$ cat config.mk
export PLATFORM = sky130hd
export DESIGN_NAME = lcd_timing
export DESIGN_NICKNAME = d
export VERILOG_FILES = /design/src/rtl/lcd_timing.sv
export SDC_FILE = /design/constraint.sdc
export NUM_CORES = 1
export LEC_CHECK = 0
export BUFFER_PORTS_ARGS = -buffer_cell sky130_fd_sc_hd__buf_2
export CAP_MARGIN = 20
export CORE_MARGIN = 4
export CORE_UTILIZATION = 30
export DETAILED_ROUTE_END_ITERATION = 8
export GPL_ROUTABILITY_DRIVEN = 0
export MAX_ROUTING_LAYER = met4
export PLACE_DENSITY = 0.58
export SLEW_MARGIN = 5
export SYNTH_ARGS = -nofsm -noshare
export SYNTH_HDL_FRONTEND = slang
export SYNTH_SLANG_ARGS = --single-unit
$ cat constraint.sdc
create_clock -name i_clk -period 2.55 [get_ports i_clk]
set_input_delay 0.3825 -clock i_clk [delete_from_list [all_inputs] [get_ports i_clk]]
set_output_delay 0.3825 -clock i_clk [all_outputs]
set_load 0.005 [all_outputs]
$ cat src/rtl/lcd_timing.sv
// lcd_timing: raster timing generator and two-stage pixel output stage for a
// parallel RGB565 LCD. Stage 1 turns the h/v counters into pixel coordinates
// and sync/enable flags. Stage 2 captures the pattern colour and re-times the
// flags so that the colour, DE, HSYNC and VSYNC leave together.
module lcd_timing #(
    parameter int H_ACTIVE = 480,
    parameter int H_FP     = 8,
    parameter int H_SYNC   = 4,
    parameter int H_BP     = 43,
    parameter int V_ACTIVE = 272,
    parameter int V_FP     = 8,
    parameter int V_SYNC   = 4,
    parameter int V_BP     = 12,
    parameter bit HS_POL   = 1'b0,
    parameter bit VS_POL   = 1'b0
) (
    input  logic       i_clk,
    input  logic       i_rst,
    output logic [8:0] o_x,
    output logic [8:0] o_y,
    input  logic [4:0] i_R,
    input  logic [5:0] i_G,
    input  logic [4:0] i_B,
    output logic [4:0] o_R,
    output logic [5:0] o_G,
    output logic [4:0] o_B,
    output logic       o_de,
    output logic       o_hs,
    output logic       o_vs,
    output logic       o_frame
);

    localparam int H_TOTAL = H_ACTIVE + H_FP + H_SYNC + H_BP;
    localparam int V_TOTAL = V_ACTIVE + V_FP + V_SYNC + V_BP;

    localparam logic [9:0] H_LAST     = 10'(H_TOTAL - 1);
    localparam logic [9:0] H_ACT      = 10'(H_ACTIVE);
    localparam logic [9:0] H_ACT_LAST = 10'(H_ACTIVE - 1);
    localparam logic [9:0] HS_START   = 10'(H_ACTIVE + H_FP);
    localparam logic [9:0] HS_END     = 10'(H_ACTIVE + H_FP + H_SYNC);

    localparam logic [8:0] V_LAST     = 9'(V_TOTAL - 1);
    localparam logic [8:0] V_ACT      = 9'(V_ACTIVE);
    localparam logic [8:0] V_ACT_LAST = 9'(V_ACTIVE - 1);
    localparam logic [8:0] VS_START   = 9'(V_ACTIVE + V_FP);
    localparam logic [8:0] VS_END     = 9'(V_ACTIVE + V_FP + V_SYNC);

    logic [9:0] h_cnt;
    logic [8:0] v_cnt;

    logic h_wrap;
    logic v_wrap;
    logic active;
    logic hs_on;
    logic vs_on;
    logic frame_hit;

    logic de1;
    logic hs1;
    logic vs1;

    // Decode the raster position into wrap points, active area and sync windows
    always_comb begin
        h_wrap    = (h_cnt == H_LAST);
        v_wrap    = (v_cnt == V_LAST);
        active    = (h_cnt < H_ACT) && (v_cnt < V_ACT);
        hs_on     = (h_cnt >= HS_START) && (h_cnt < HS_END);
        vs_on     = (v_cnt >= VS_START) && (v_cnt < VS_END);
        frame_hit = (h_cnt == H_ACT_LAST) && (v_cnt == V_ACT_LAST);
    end

    // Horizontal counter runs every clock; vertical advances only at line wrap
    always_ff @(posedge i_clk) begin
        if (i_rst) begin
            h_cnt <= '0;
            v_cnt <= '0;
        end else if (h_wrap) begin
            h_cnt <= '0;
            v_cnt <= v_wrap ? '0 : v_cnt + 9'd1;
        end else begin
            h_cnt <= h_cnt + 10'd1;
        end
    end

    // Stage 1: coordinates for the pattern logic, flags, and end-of-frame strobe
    always_ff @(posedge i_clk) begin
        if (i_rst) begin
            o_x     <= '0;
            o_y     <= '0;
            de1     <= 1'b0;
            hs1     <= ~HS_POL;
            vs1     <= ~VS_POL;
            o_frame <= 1'b0;
        end else begin
            o_x     <= active ? h_cnt[8:0] : 9'd0;
            o_y     <= active ? v_cnt : 9'd0;
            de1     <= active;
            hs1     <= hs_on ? HS_POL : ~HS_POL;
            vs1     <= vs_on ? VS_POL : ~VS_POL;
            o_frame <= frame_hit;
        end
    end

    // Stage 2: capture the pattern colour and delay the flags to stay aligned with it
    always_ff @(posedge i_clk) begin
        if (i_rst) begin
            o_R  <= '0;
            o_G  <= '0;
            o_B  <= '0;
            o_de <= 1'b0;
            o_hs <= ~HS_POL;
            o_vs <= ~VS_POL;
        end else begin
            o_R  <= de1 ? i_R : 5'd0;
            o_G  <= de1 ? i_G : 6'd0;
            o_B  <= de1 ? i_B : 5'd0;
            o_de <= de1;
            o_hs <= hs1;
            o_vs <= vs1;
        end
    end

endmodule
Yosys cells after proc, flatten, opt, wreduce, memory -nomap -nowiden
Cells that the tools add are included.
{ "classes": {"n_addsub": 2, "order_cmp": 6, "eq_ne": 4, "mux": 3, "n_bitwise": 2, "n_reduce_logical": 7} }
{ "ops": {"columns": ["op", "n"], "rows": [
  ["< comparator 10 x 9 -> 1 bit (second input constant)", 2],
  ["== test 9 bit (second input constant)", 2],
  ["< comparator 9 bit (second input constant)", 2],
  ["adder 10 x 1 -> 10 bit (second input constant)", 1],
  ["== test 10 bit (second input constant)", 1],
  ["== test 10 x 9 -> 1 bit (second input constant)", 1],
  ["greater-or-equal comparator 10 x 9 -> 1 bit (second input constant)", 1],
  ["adder 9 x 1 -> 9 bit (second input constant)", 1],
  ["greater-or-equal comparator 9 bit (second input constant)", 1],
  ["2-to-1 mux 9 bit", 1],
  ["OR reduction 2 bit", 3],
  ["logical AND 1 bit", 4],
  ["2-to-1 mux 1 bit", 2],
  ["NOT 1 bit", 2]
]} }
{ "totals": {"regBits": 60, "input_bits": 18, "out_inout_bits": 38, "word_cells": 38} }

Longest topological paths before layout
{ "logic_depth": {"depth_word": 4, "depth_mapped": 8, "depth_no_buf": 6} }

Least setup slack after synthesis
Ideal clock, no wire load.
{ "synth_path": {"kind": "register to register", "start": "register h_cnt[0]", "end": "register v_cnt[4]", "setup_time_ns": 0.066, "t_arrival_ns": 1.613, "required_ns": 2.484, "slack_ns": 0.870, "path_stages_with_launch": 8, "path_buffers": 1, "period_less_slack_ns": 1.680, "path_cell_list": "dfxtp_1 > inv_1 > ha_1 > and4bb_1 > nand3_2 > buf_6 > or4b_4 > a21oi_2"} }
{ "synth_between": {"elab_chain_cells": 1} }
{ "synth_rtl": {"columns": ["element", "line", "rtl"], "rows": [
  ["start, declared", "48", "logic [9:0] h_cnt;"],
  ["start signal, assigned", "81", "h_cnt <= h_cnt + 10'd1;"],
  ["== test 10 bit", "64", "h_wrap = (h_cnt == H_LAST);"],
  ["end signal, assigned", "79", "v_cnt <= v_wrap ? '0 : v_cnt + 9'd1;"],
  ["end, declared", "49", "logic [8:0] v_cnt;"]
]} }
Every way passes these cells.
A chain may end at the register's enable or synchronous reset.

Final worst setup path
Same ends and word-level chain as after synthesis.

==> results.toml <==
[floorplanning]
die-width_um = 91.6
dieArea_mm2 = 0.00840
std_cell_rows = 30
fp.dieH_um = 91.6
initial_core_util_pct = 30.9
pin_count = 56
design.core.area_mm2 = 0.00679

[route]
finalWirelength_mm = 4.13
ant_nets = 0
dr_total_vias = 1537
drt_drc_violations_left = 0
routedWlPerCell_um = 11.6
first_iter_violations = 80
vias_per_cell = 4.32
drt_pass1_iterations = 4

[clocking]
numCtsBuffers = 9
postCtsSetupBuffers = 0
cts_hold_buf = 0
worstSkewPairLatency_ps = 340
cts.path.max_buffers = 2
clkTransAtPathRegs_ps = 80
clock-sinks = 60
post_cts_resized = 0
root_buffer = "clkbuf_8"
htreeDepth = 3
cts_tree = "yes"

[placement]
port_buffers = 55
dp.cells = 340
hpwl_mm = 2.84
place_area_mm2 = 0.00246

[sta]
finalHoldViolCount = 0
fin_crit_sh_pct = 72.6
tightest_slew_ps = 769
rsz0062_at_grt = "false"
max-slew-margin-rel_pct = 48.7
slew_viol_final = 0
period_minus_slack_ps = 1850
fin_worst_skew_ps = 8.90
setup_tns_ps = 0
clock.fmax_mhz = 540
setup_viol = 0

[synth]
yosysMostFrequentCell = "dfxtp_1"
synth_warnings = 0
yosys.area.top_type = "dfxtp_1"
synth-seq-area-share_pct = 57.2
synth_edf_count = 0
ys_async_sr_fraction_pct = 0
syn-cell-area_mm2 = 0.00210
syn_inst = 195
synth_area_leaders = "dfxtp_1 57%, and2_1 9.8%, xor2_1 2.9%"
yosys.area.top_type_share_pct = 57.2
ys_ff_latch = 60
synthDistinctLibCells = 39
syn_area_per_cell_um2 = 10.8
yosys-top-cells-count = "60 x dfxtp_1, 33 x and2_1, 13 x nor2_1"
synthesis.nets = 217
ys.flop_type = "dfxtp_1"

[critical_path]
worstPathArrival_ps = 2120
crit_fanout = 13
worstPathRequired_ps = 2820
startpoint_type = "register"
worstSetupPathType = "reg2reg"
cp-end-kind = "register"

[final_layout]
fin_area_mm2 = 0.00264
syn_to_final_growth_pct = 25.9
drive_gt1_share_pct = 31.2
nets = 277
stdcell_count = 356
diodes = 0

[status]
status = "finished, final reports clean"

[run]
cap_violations = 0

[global_route]
grt_start_max_net_pins = 18
grtUsageTotal_pct = 10.6
gr-total-overflow = 0
antenna_found_initial = 0
grt_first_pass_wirelength_mm = 6.78
grt_pass1_vias = 1472

[min_path]
hp-class = "in2reg"

[power_and_ir_drop]
powerDensity_mw_per_mm2 = 669
leakage_nw = 1.14
ir_drop_mv = 0.218
-- per-layer routing --
layer	global-route usage [%]	share of wire (%)	vias to the layer above
met5	-	0	-
li1	-	-	785
met1	12.1	46	706
met3	4.02	6.2	2
met2	15.8	47	44
met4	6.28	1.0	0
-- report_power, final --
| group | internal, W | switching [W] | total, W |
|---|---|---|---|
| sequential | 0.000955 | 0.00000834 | 0.000963 |
| combinational | 0.0000323 | 0.0000285 | 0.0000608 |
| clock | 0.000356 | 0.000388 | 0.000744 |
| total | 0.00134 | 0.000425 | 0.00177 |
-- flip-flops by register name, summed over array words and instances, names as in the netlist --
signal	cells
o_x	9
o_hs	1
v_cnt	9
o_B	5
h_cnt	10
o_frame	1
o_y	9
o_R	5
o_de	1
de1	1
vs1	1
o_vs	1
hs1	1
o_G	6
-- cells in the final DEF (no fill, tap or decap), drive strengths merged, types with 6 or more instances in the layout --
cell and n:
a21oi 7, and2 33, buf 56, clkbuf 9, dfxtp 60, inv 6
nand2 7, nand3 8, nor2 13, or4 6, xor2 7
-- through the flow --
step | worst slack (ps) | hold slack, ps | util, % | power [W]
2_1_floorplan | 870 | 389 | - | 0.00101
4_1_cts | 699 | 221 | 38.9 | 0.00179
3_5_place_dp | 725 | 395 | 36.3 | 0.00105
5_1_grt | 576 | 216 | 38.9 | 0.00186
6_report | 700 | 239 | 38.9 | 0.00177
3_3_place_gp | 768 | 392 | 36.3 | 0.00105
-- worst paths after layout --
path                  startpoint  cells after the start  slack [ps]                    end
max          h_cnt[0]$_SDFF_PP0_                      6         700  v_cnt[4]$_SDFFE_PP0N_
min                       i_G[3]                      2         240      o_G[3]$_SDFF_PP0_
max reg2reg  h_cnt[0]$_SDFF_PP0_                      6         700  v_cnt[4]$_SDFFE_PP0N_
min reg2reg       vs1$_SDFF_PP1_                      1         410        o_vs$_SDFF_PP1_
-- layout make-up --
class	instances	area [um2]
fill	691	4150
sequential	60	1200
multi-input combinational	123	842
timing repair buffer	56	283
clock buffer	9	124
tap	96	120
clock inverter	7	52.6
inverter	5	18.8
-- cell families after synthesis --
kind of cell / synth area share, %
and+or+nand+nor: 28.2
muxes: 0.477
xor gates and xnor gates: 4.17
buffers and inverters: 2.62
DFF: 57.2
adders and majority gates: 2.39
AOI/OAI and AO/OA: 4.89
-- critical path, stage by stage, from the launching register on --
cell	delay, ps
dfxtp_1	360
inv_1	70
ha_1	130
and4bb_1	250
nand3_2	250
or4b_4	590
a21oi_2	130
Power figures use the tool's default switching activity.
